## src/rtl/lc3_mem_pkg.sv

```systemverilog
// Shared types and constants for the LC-3 memory/IO controller.
package lc3_mem_pkg;

  localparam int          SRAM_ADDR_W     = 20;
  localparam int          DATA_W          = 16;
  localparam int          CNT_W           = 3;
  localparam logic [15:0] IO_ADDR_DEFAULT = 16'hFFFF;

  typedef enum logic [2:0] {
    IDLE,
    RD,
    RD_DONE,
    WR_SETUP,
    WR_PULSE,
    WR_DONE
  } mem_state_t;

endpackage

```

## src/rtl/sync2.sv

```systemverilog
// Two-flop synchronizer for the asynchronous board switches.
// Only built when LC3_MEM_IO_EN is defined; without the IO decode there
// is nothing to synchronize.
`ifdef LC3_MEM_IO_EN
module sync2 #(
  parameter int WIDTH = 16
) (
  input  logic             clk_i,
  input  logic             rst_ni,
  input  logic [WIDTH-1:0] d_i,
  output logic [WIDTH-1:0] q_o
);

  logic [WIDTH-1:0] meta_q;
  logic [WIDTH-1:0] sync_q;

  // Metastability filter: first flop may go metastable, second resolves it.
  always_ff @(posedge clk_i or negedge rst_ni) begin
    if (!rst_ni) begin
      meta_q <= '0;
      sync_q <= '0;
    end else begin
      meta_q <= d_i;
      sync_q <= meta_q;
    end
  end

  assign q_o = sync_q;

endmodule
`endif

```

## src/rtl/lc3_mem_ctrl.sv

```systemverilog
// LC-3 memory/IO controller: sequences the external async SRAM strobes
// from the control unit's level-held Mem_OE/Mem_WE, and decodes one
// memory-mapped IO address (switches on read, hex display on write).
// Build option: define LC3_MEM_IO_EN to enable the IO_ADDR decode,
// the switch synchronizer and the Hex_Data register.
module lc3_mem_ctrl
  import lc3_mem_pkg::*;
#(
  parameter int          WAIT_CYCLES = 1,
  parameter logic [15:0] IO_ADDR     = IO_ADDR_DEFAULT
) (
  input  logic                   Clk,
  input  logic                   Reset,
  input  logic                   Mem_OE,
  input  logic                   Mem_WE,
  input  logic [DATA_W-1:0]      MAR,
  input  logic [DATA_W-1:0]      MDR,
  input  logic [DATA_W-1:0]      Switches,
  output logic [DATA_W-1:0]      Data_to_CPU,
  output logic                   Mem_Ready,
  output logic [DATA_W-1:0]      Hex_Data,
  output logic                   SRAM_CE_N,
  output logic                   SRAM_OE_N,
  output logic                   SRAM_WE_N,
  output logic                   SRAM_UB_N,
  output logic                   SRAM_LB_N,
  output logic [SRAM_ADDR_W-1:0] SRAM_ADDR,
  input  logic [DATA_W-1:0]      SRAM_DQ_in,
  output logic [DATA_W-1:0]      SRAM_DQ_out,
  output logic                   SRAM_DQ_oe
);

  // Strobe-low duration counts down from WAIT_CYCLES-1 to 0.
  localparam logic [CNT_W-1:0] WAIT_LOAD = CNT_W'(WAIT_CYCLES - 1);

`ifdef LC3_MEM_IO_EN
  localparam bit IO_EN = 1'b1;
`else
  localparam bit IO_EN = 1'b0;
`endif

  mem_state_t        state_q, state_d;
  logic [CNT_W-1:0]  cnt_q, cnt_d;
  logic [DATA_W-1:0] addr_q, addr_d;
  logic [DATA_W-1:0] mdr_q, mdr_d;
  logic [DATA_W-1:0] data_q, data_d;
  logic [DATA_W-1:0] hex_q, hex_d;
  logic              is_io_q, is_io_d;
  logic              ce_n_q, ce_n_d;
  logic              oe_n_q, oe_n_d;
  logic              we_n_q, we_n_d;
  logic              dq_oe_q, dq_oe_d;
  logic              ready_q, ready_d;
  logic [DATA_W-1:0] sw_sync;
  logic              io_hit;

`ifdef LC3_MEM_IO_EN
  sync2 #(
    .WIDTH (DATA_W)
  ) u_sw_sync (
    .clk_i  (Clk),
    .rst_ni (Reset),
    .d_i    (Switches),
    .q_o    (sw_sync)
  );
`else
  logic unused_switches;
  assign unused_switches = ^Switches;
  assign sw_sync         = '0;
`endif

  // Without the decode, IO_ADDR is just another SRAM location.
  assign io_hit = IO_EN && (MAR == IO_ADDR);

  // Next-state, capture and registered-strobe decode for the access FSM.
  always_comb begin
    state_d = state_q;
    cnt_d   = cnt_q;
    addr_d  = addr_q;
    mdr_d   = mdr_q;
    data_d  = data_q;
    hex_d   = hex_q;
    is_io_d = is_io_q;
    ce_n_d  = 1'b1;
    oe_n_d  = 1'b1;
    we_n_d  = 1'b1;
    dq_oe_d = 1'b0;
    ready_d = 1'b0;

    unique case (state_q)
      IDLE: begin
        // A write wins when both requests are raised together.
        if (Mem_WE) begin
          state_d = WR_SETUP;
          addr_d  = MAR;
          mdr_d   = MDR;
          is_io_d = io_hit;
        end else if (Mem_OE) begin
          state_d = RD;
          addr_d  = MAR;
          is_io_d = io_hit;
          cnt_d   = WAIT_LOAD;
        end
      end
      RD: begin
        if (cnt_q == '0) begin
          state_d = RD_DONE;
          data_d  = is_io_q ? sw_sync : SRAM_DQ_in;
        end else begin
          cnt_d = cnt_q - 3'd1;
        end
      end
      RD_DONE: begin
        // Request must drop before a new access can start.
        if (!Mem_OE) state_d = IDLE;
      end
      WR_SETUP: begin
        state_d = WR_PULSE;
        cnt_d   = WAIT_LOAD;
        if (is_io_q) hex_d = mdr_q;
      end
      WR_PULSE: begin
        if (cnt_q == '0) state_d = WR_DONE;
        else             cnt_d   = cnt_q - 3'd1;
      end
      WR_DONE: begin
        if (!Mem_WE) state_d = IDLE;
      end
      default: state_d = IDLE;
    endcase

    // Strobes are registered off the next state so they align with it;
    // IO accesses run the same sequence with every SRAM strobe held high.
    unique case (state_d)
      RD: begin
        ce_n_d = is_io_d;
        oe_n_d = is_io_d;
      end
      RD_DONE: begin
        ready_d = (state_q == RD);
      end
      WR_SETUP: begin
        ce_n_d  = is_io_d;
        dq_oe_d = !is_io_d;
      end
      WR_PULSE: begin
        ce_n_d  = is_io_d;
        we_n_d  = is_io_d;
        dq_oe_d = !is_io_d;
      end
      WR_DONE: begin
        // First cycle only: keep data driven past WE_N rising for hold time.
        if (state_q == WR_PULSE) begin
          ce_n_d  = is_io_d;
          dq_oe_d = !is_io_d;
          ready_d = 1'b1;
        end
      end
      default: ;
    endcase
  end

  // State, capture and output registers; reset forces strobes high at once.
  always_ff @(posedge Clk or negedge Reset) begin
    if (!Reset) begin
      state_q <= IDLE;
      cnt_q   <= '0;
      addr_q  <= '0;
      mdr_q   <= '0;
      data_q  <= '0;
      hex_q   <= '0;
      is_io_q <= 1'b0;
      ce_n_q  <= 1'b1;
      oe_n_q  <= 1'b1;
      we_n_q  <= 1'b1;
      dq_oe_q <= 1'b0;
      ready_q <= 1'b0;
    end else begin
      state_q <= state_d;
      cnt_q   <= cnt_d;
      addr_q  <= addr_d;
      mdr_q   <= mdr_d;
      data_q  <= data_d;
      hex_q   <= hex_d;
      is_io_q <= is_io_d;
      ce_n_q  <= ce_n_d;
      oe_n_q  <= oe_n_d;
      we_n_q  <= we_n_d;
      dq_oe_q <= dq_oe_d;
      ready_q <= ready_d;
    end
  end

  assign Data_to_CPU = data_q;
  assign Mem_Ready   = ready_q;
  assign Hex_Data    = IO_EN ? hex_q : '0;
  assign SRAM_CE_N   = ce_n_q;
  assign SRAM_OE_N   = oe_n_q;
  assign SRAM_WE_N   = we_n_q;
  assign SRAM_UB_N   = ce_n_q;
  assign SRAM_LB_N   = ce_n_q;
  assign SRAM_ADDR   = {4'b0000, addr_q};
  assign SRAM_DQ_out = mdr_q;
  assign SRAM_DQ_oe  = dq_oe_q;

endmodule

```

## config.mk

```make
export PLATFORM = sky130hd
export DESIGN_NAME = lc3_mem_ctrl
export DESIGN_NICKNAME = d
export VERILOG_FILES = /design/src/rtl/lc3_mem_pkg.sv /design/src/rtl/sync2.sv /design/src/rtl/lc3_mem_ctrl.sv
export SDC_FILE = /design/constraint.sdc
export NUM_CORES = 1
export LEC_CHECK = 0
export CAP_MARGIN = 10
export CORE_UTILIZATION = 25
export CTS_BUF_LIST = sky130_fd_sc_hd__clkbuf_8
export CTS_CLUSTER_DIAMETER = 30
export DETAILED_ROUTE_END_ITERATION = 7
export GPL_TIMING_DRIVEN = 1
export PLACE_DENSITY = 0.61
export RECOVER_POWER = 50
export SYNTH_ARGS = -nofsm -noshare
export SYNTH_HDL_FRONTEND = slang
export SYNTH_SLANG_ARGS = --single-unit
export TNS_END_PERCENT = 5
```

## constraint.sdc

```tcl
create_clock -name Clk -period 2.2 [get_ports Clk]
set_clock_uncertainty 0.1 [all_clocks]
set_input_delay 0.55 -clock Clk [delete_from_list [all_inputs] [get_ports Clk]]
set_output_delay 0.55 -clock Clk [all_outputs]
set_load 0.02 [all_outputs]
```

==> impl_metrics.csv <==
group,metric,value,unit
floorplanning,core,10790,µm²
worst_setup_path,cp_slowest_cell,"clkdlybuf4s50_1",
clock_tree,cts_tree,"built",
synthesis,yosys_warnings,0,
sta,max_freq,469.4,MHz
sta,hold_violations,0,
clock_tree,post_cts_resized,0,
placement,dpl_cell_area,3904,µm²
floorplanning,die_w,107.1,µm
global_routing,overflow,0,
worst_setup_path,crit_arrival,1.48,ns
detailed_routing,antenna_left,0,
synthesis,synth-edff-count,0,
sta,worst_slack,0.06963,ns
detailed_routing,drt_iter0_markers,64,
global_routing,grt_max_degree,45,
job,maxCapViolCount,0,
detailed_routing,drcViolationCount,0,
synthesis,syn_avg_cell_area,11.75,µm²
global_routing,grt_pass1_wl,9480,µm
worst_setup_path,end_kind,"primary output",
worst_setup_path,worstPathMaxFanout,3,
synthesis,synthTopCellsByArea,"dfrtp_1 (52%), mux2_2 (9.0%), buf_4 (6.8%)",
synthesis,synth_top_area_share,51.65,%
worst_setup_path,r2r-end,"SRAM_DQ_out[14]",
clock_tree,cts_buffers,9,
power,seq_power_share,33.0,%
clock_tree,root_buffer,"clkbuf_8",
finish,final_cell_area,4043,µm²
placement,dp_hpwl,4184,µm
placement,dp_cells,472,
global_routing,first_global_vias,1966,
power,powerDensity,1507,nW/µm²
sta,tns,0,ns
synthesis,synth_seq_cells,60,
floorplanning,dieArea,11470,µm²
synthesis,synth_most_common_cell,"dfrtp_1",
finish,final_core_util,37.46,%
detailed_routing,drt_wl_total,5864,µm
worst_setup_path,r2r-start,"state_q[2]",
finish,fin_nets,413,
power,pwr-share-comb,49.8,%
synthesis,seq_area_frac_synth,54.51,%
placement,io_buffers,106,
floorplanning,start_util,25.59,%
sta,slew_viol_final,0,
finish,layoutNonFillerInstCount,487,
worst_setup_path,crit_type,"reg2out",
power,p_leak,1.732,nW
detailed_routing,wl_per_cell,12.04,µm
status,outcome,"completed",
synthesis,ys_top_cells_by_count,"dfrtp_1 (57), buf_4 (25), mux2_2 (22)",
clock_tree,clockBufferDepth,2,
synthesis,synth_cells,235,
power,switching_power,2.241,mW
worst_setup_path,crit_chain,"clkdlybuf4s50_1",
synthesis,dominantRegCellSynth,"dfrtp_1",
worst_setup_path,path_buf_inv,1,
floorplanning,num_rows,38,
synthesis,syn_area,2761,µm²
placement,pre_cts_ws,-0.002201,ns
clock_tree,post_cts_buffers,0,
worst_setup_path,rr_worst_depth,3,
floorplanning,dieHeight,107.1,µm
detailed_routing,vias,2008,
sta,worstMarginPinSlew,0.8907,ns
finish,area_delta_synth_final,46.40,%
hold_path,min_path_type,"in2async",
detailed_routing,drtPass1Iterations,4,
finish,antenna_cells,0,
floorplanning,pin_count,143,
placement,gp_congestion,0.7384,
clock_tree,clkTransAtPathRegs,0.07,ns
sta,period_needed,2.130,ns
clock_tree,htree_levels,3,
synthesis,synth.distinct_cells,37,
clock_tree,clock_latency,0.34,ns
power,peakVddDrop,0.0006165,V
global_routing,antenna_found_initial,0,
worst_setup_path,critPathMaxStageDelay,0.60,ns
worst_setup_path,critPathLaunchType,"register",
sta,maxSlewHeadroom,40.62,%
power,p_clk_share,17.2,%
power,p_sw_share,36.78,%
clock_tree,cts_num_sinks,60,
power,p_int,3.852,mW
worst_setup_path,reg2reg_slack,0.24,ns
finish,layout-drive-gt1-share,14.41,%
sta,period_share,96.83,%
sta,rsz0062_at_grt,"false",
clock_tree,hold_buffers,0,
detailed_routing,viasPerCell,4.123,
worst_setup_path,cp.required,1.55,ns
global_routing,grt.total_usage,10.71,%
sta,setup_viol,0,
worst_setup_path,cp_top_family,"buffers and inverters",
synthesis,postSynth.asyncResetShare,100.0,%
synthesis,yosysTopAreaCell,"dfrtp_1",
[flip-flops by register name, summed over array words and instances, names as in the netlist]
signal / count
Data_to_CPU: 16
SRAM_CE_N: 1
Mem_Ready: 1
cnt_q: 3
state_q: 3
SRAM_DQ_oe: 1
is_io_q: 1
SRAM_OE_N: 1
addr_q: 16
SRAM_WE_N: 1
SRAM_DQ_out: 16
[routing by layer]
| metal | share of wire [%] | track usage (%) |
|---|---|---|
| met4 | 0.92 | 4.110 |
| met5 | 0 | 0 |
| met2 | 45 | 15.94 |
| met1 | 44 | 13.63 |
| met3 | 10 | 4.620 |
[power groups by stage]
stage | Clock, mW | Combinational [mW] | Sequential (mW)
floorplan | 0 | 1.31 | 2.55
global placement | 0 | 3.13 | 2.03
detailed placement | 0 | 3.17 | 2.05
CTS | 1.09 | 3.18 | 2.04
global route | 1.15 | 3.27 | 2.10
finish | 1.05 | 3.03 | 2.01
[layout by cell type, fill, tap and decap left out, types with 2 or more instances in the layout]
cell type,count
mux2_4,5
mux2_2,22
clkbuf_4,2
ha_1,2
clkbuf_8,9
a21oi_1,5
mux2_1,5
nor3_1,4
nor3b_1,2
nor2_1,9
inv_1,6
bufinv_16,2
nand2b_1,19
clkdlybuf4s50_1,105
nor2b_1,3
clkinv_2,2
clkbuf_1,3
dfstp_2,3
nand2_1,20
o21ai_0,20
dfrtp_1,57
mux2i_1,2
o211ai_1,2
conb_1,20
[cell families (layout without fill, tap and decap cells)]
group / Yosys count / count (layout) / share of synthesized area (%)
xor gates and xnor gates: 1 / 1 / 0.3172
AOI/OAI and AO/OA: 36 / 36 / 7.703
and+or+nand+nor: 61 / 61 / 11.69
DFF: 60 / 60 / 54.51
muxes: 34 / 34 / 15.00
buffers and inverters: 40 / 133 / 9.741
other: 1 / 20 / 0.1358
adders and majority gates: 2 / 2 / 0.9061
[layout make-up]
type	count	area [µm²]
Clock inverter	6	81.33
Tap cell	140	175.2
Timing Repair Buffer	113	1110
Fill cell	1102	6750
Clock buffer	9	123.9
Multi-Input combinational cell	154	1028
Inverter	5	18.77
Sequential cell	60	1505
[worst max-delay path by stage]
stage | start | endpoint | slack [ns] | cells after the start
after floorplan | Mem_WE | SRAM_DQ_out[10] | 0.31 | 5
after global placement | Mem_WE | SRAM_DQ_out[8] | 0.02 | 5
after detailed placement | Mem_WE | SRAM_DQ_out[11] | -0.002 | 5
after CTS | SRAM_CE_N | SRAM_CE_N | 0.04 | 1
after global routing | SRAM_CE_N | SRAM_CE_N | 0.01 | 1
final | SRAM_CE_N | SRAM_UB_N | 0.07 | 1
[metrics by stage]
| step | power, mW | hold slack [ns] |
|---|---|---|
| 2_1_floorplan | 3.860 | 0.1544 |
| 3_3_place_gp | 5.162 | 0.3660 |
| 3_5_place_dp | 5.219 | 0.3725 |
| 4_1_cts | 6.309 | 0.03012 |
| 5_1_grt | 6.518 | 0.2761 |
| 6_report | 6.093 | 0.2074 |
Power figures use the tool's default switching activity.
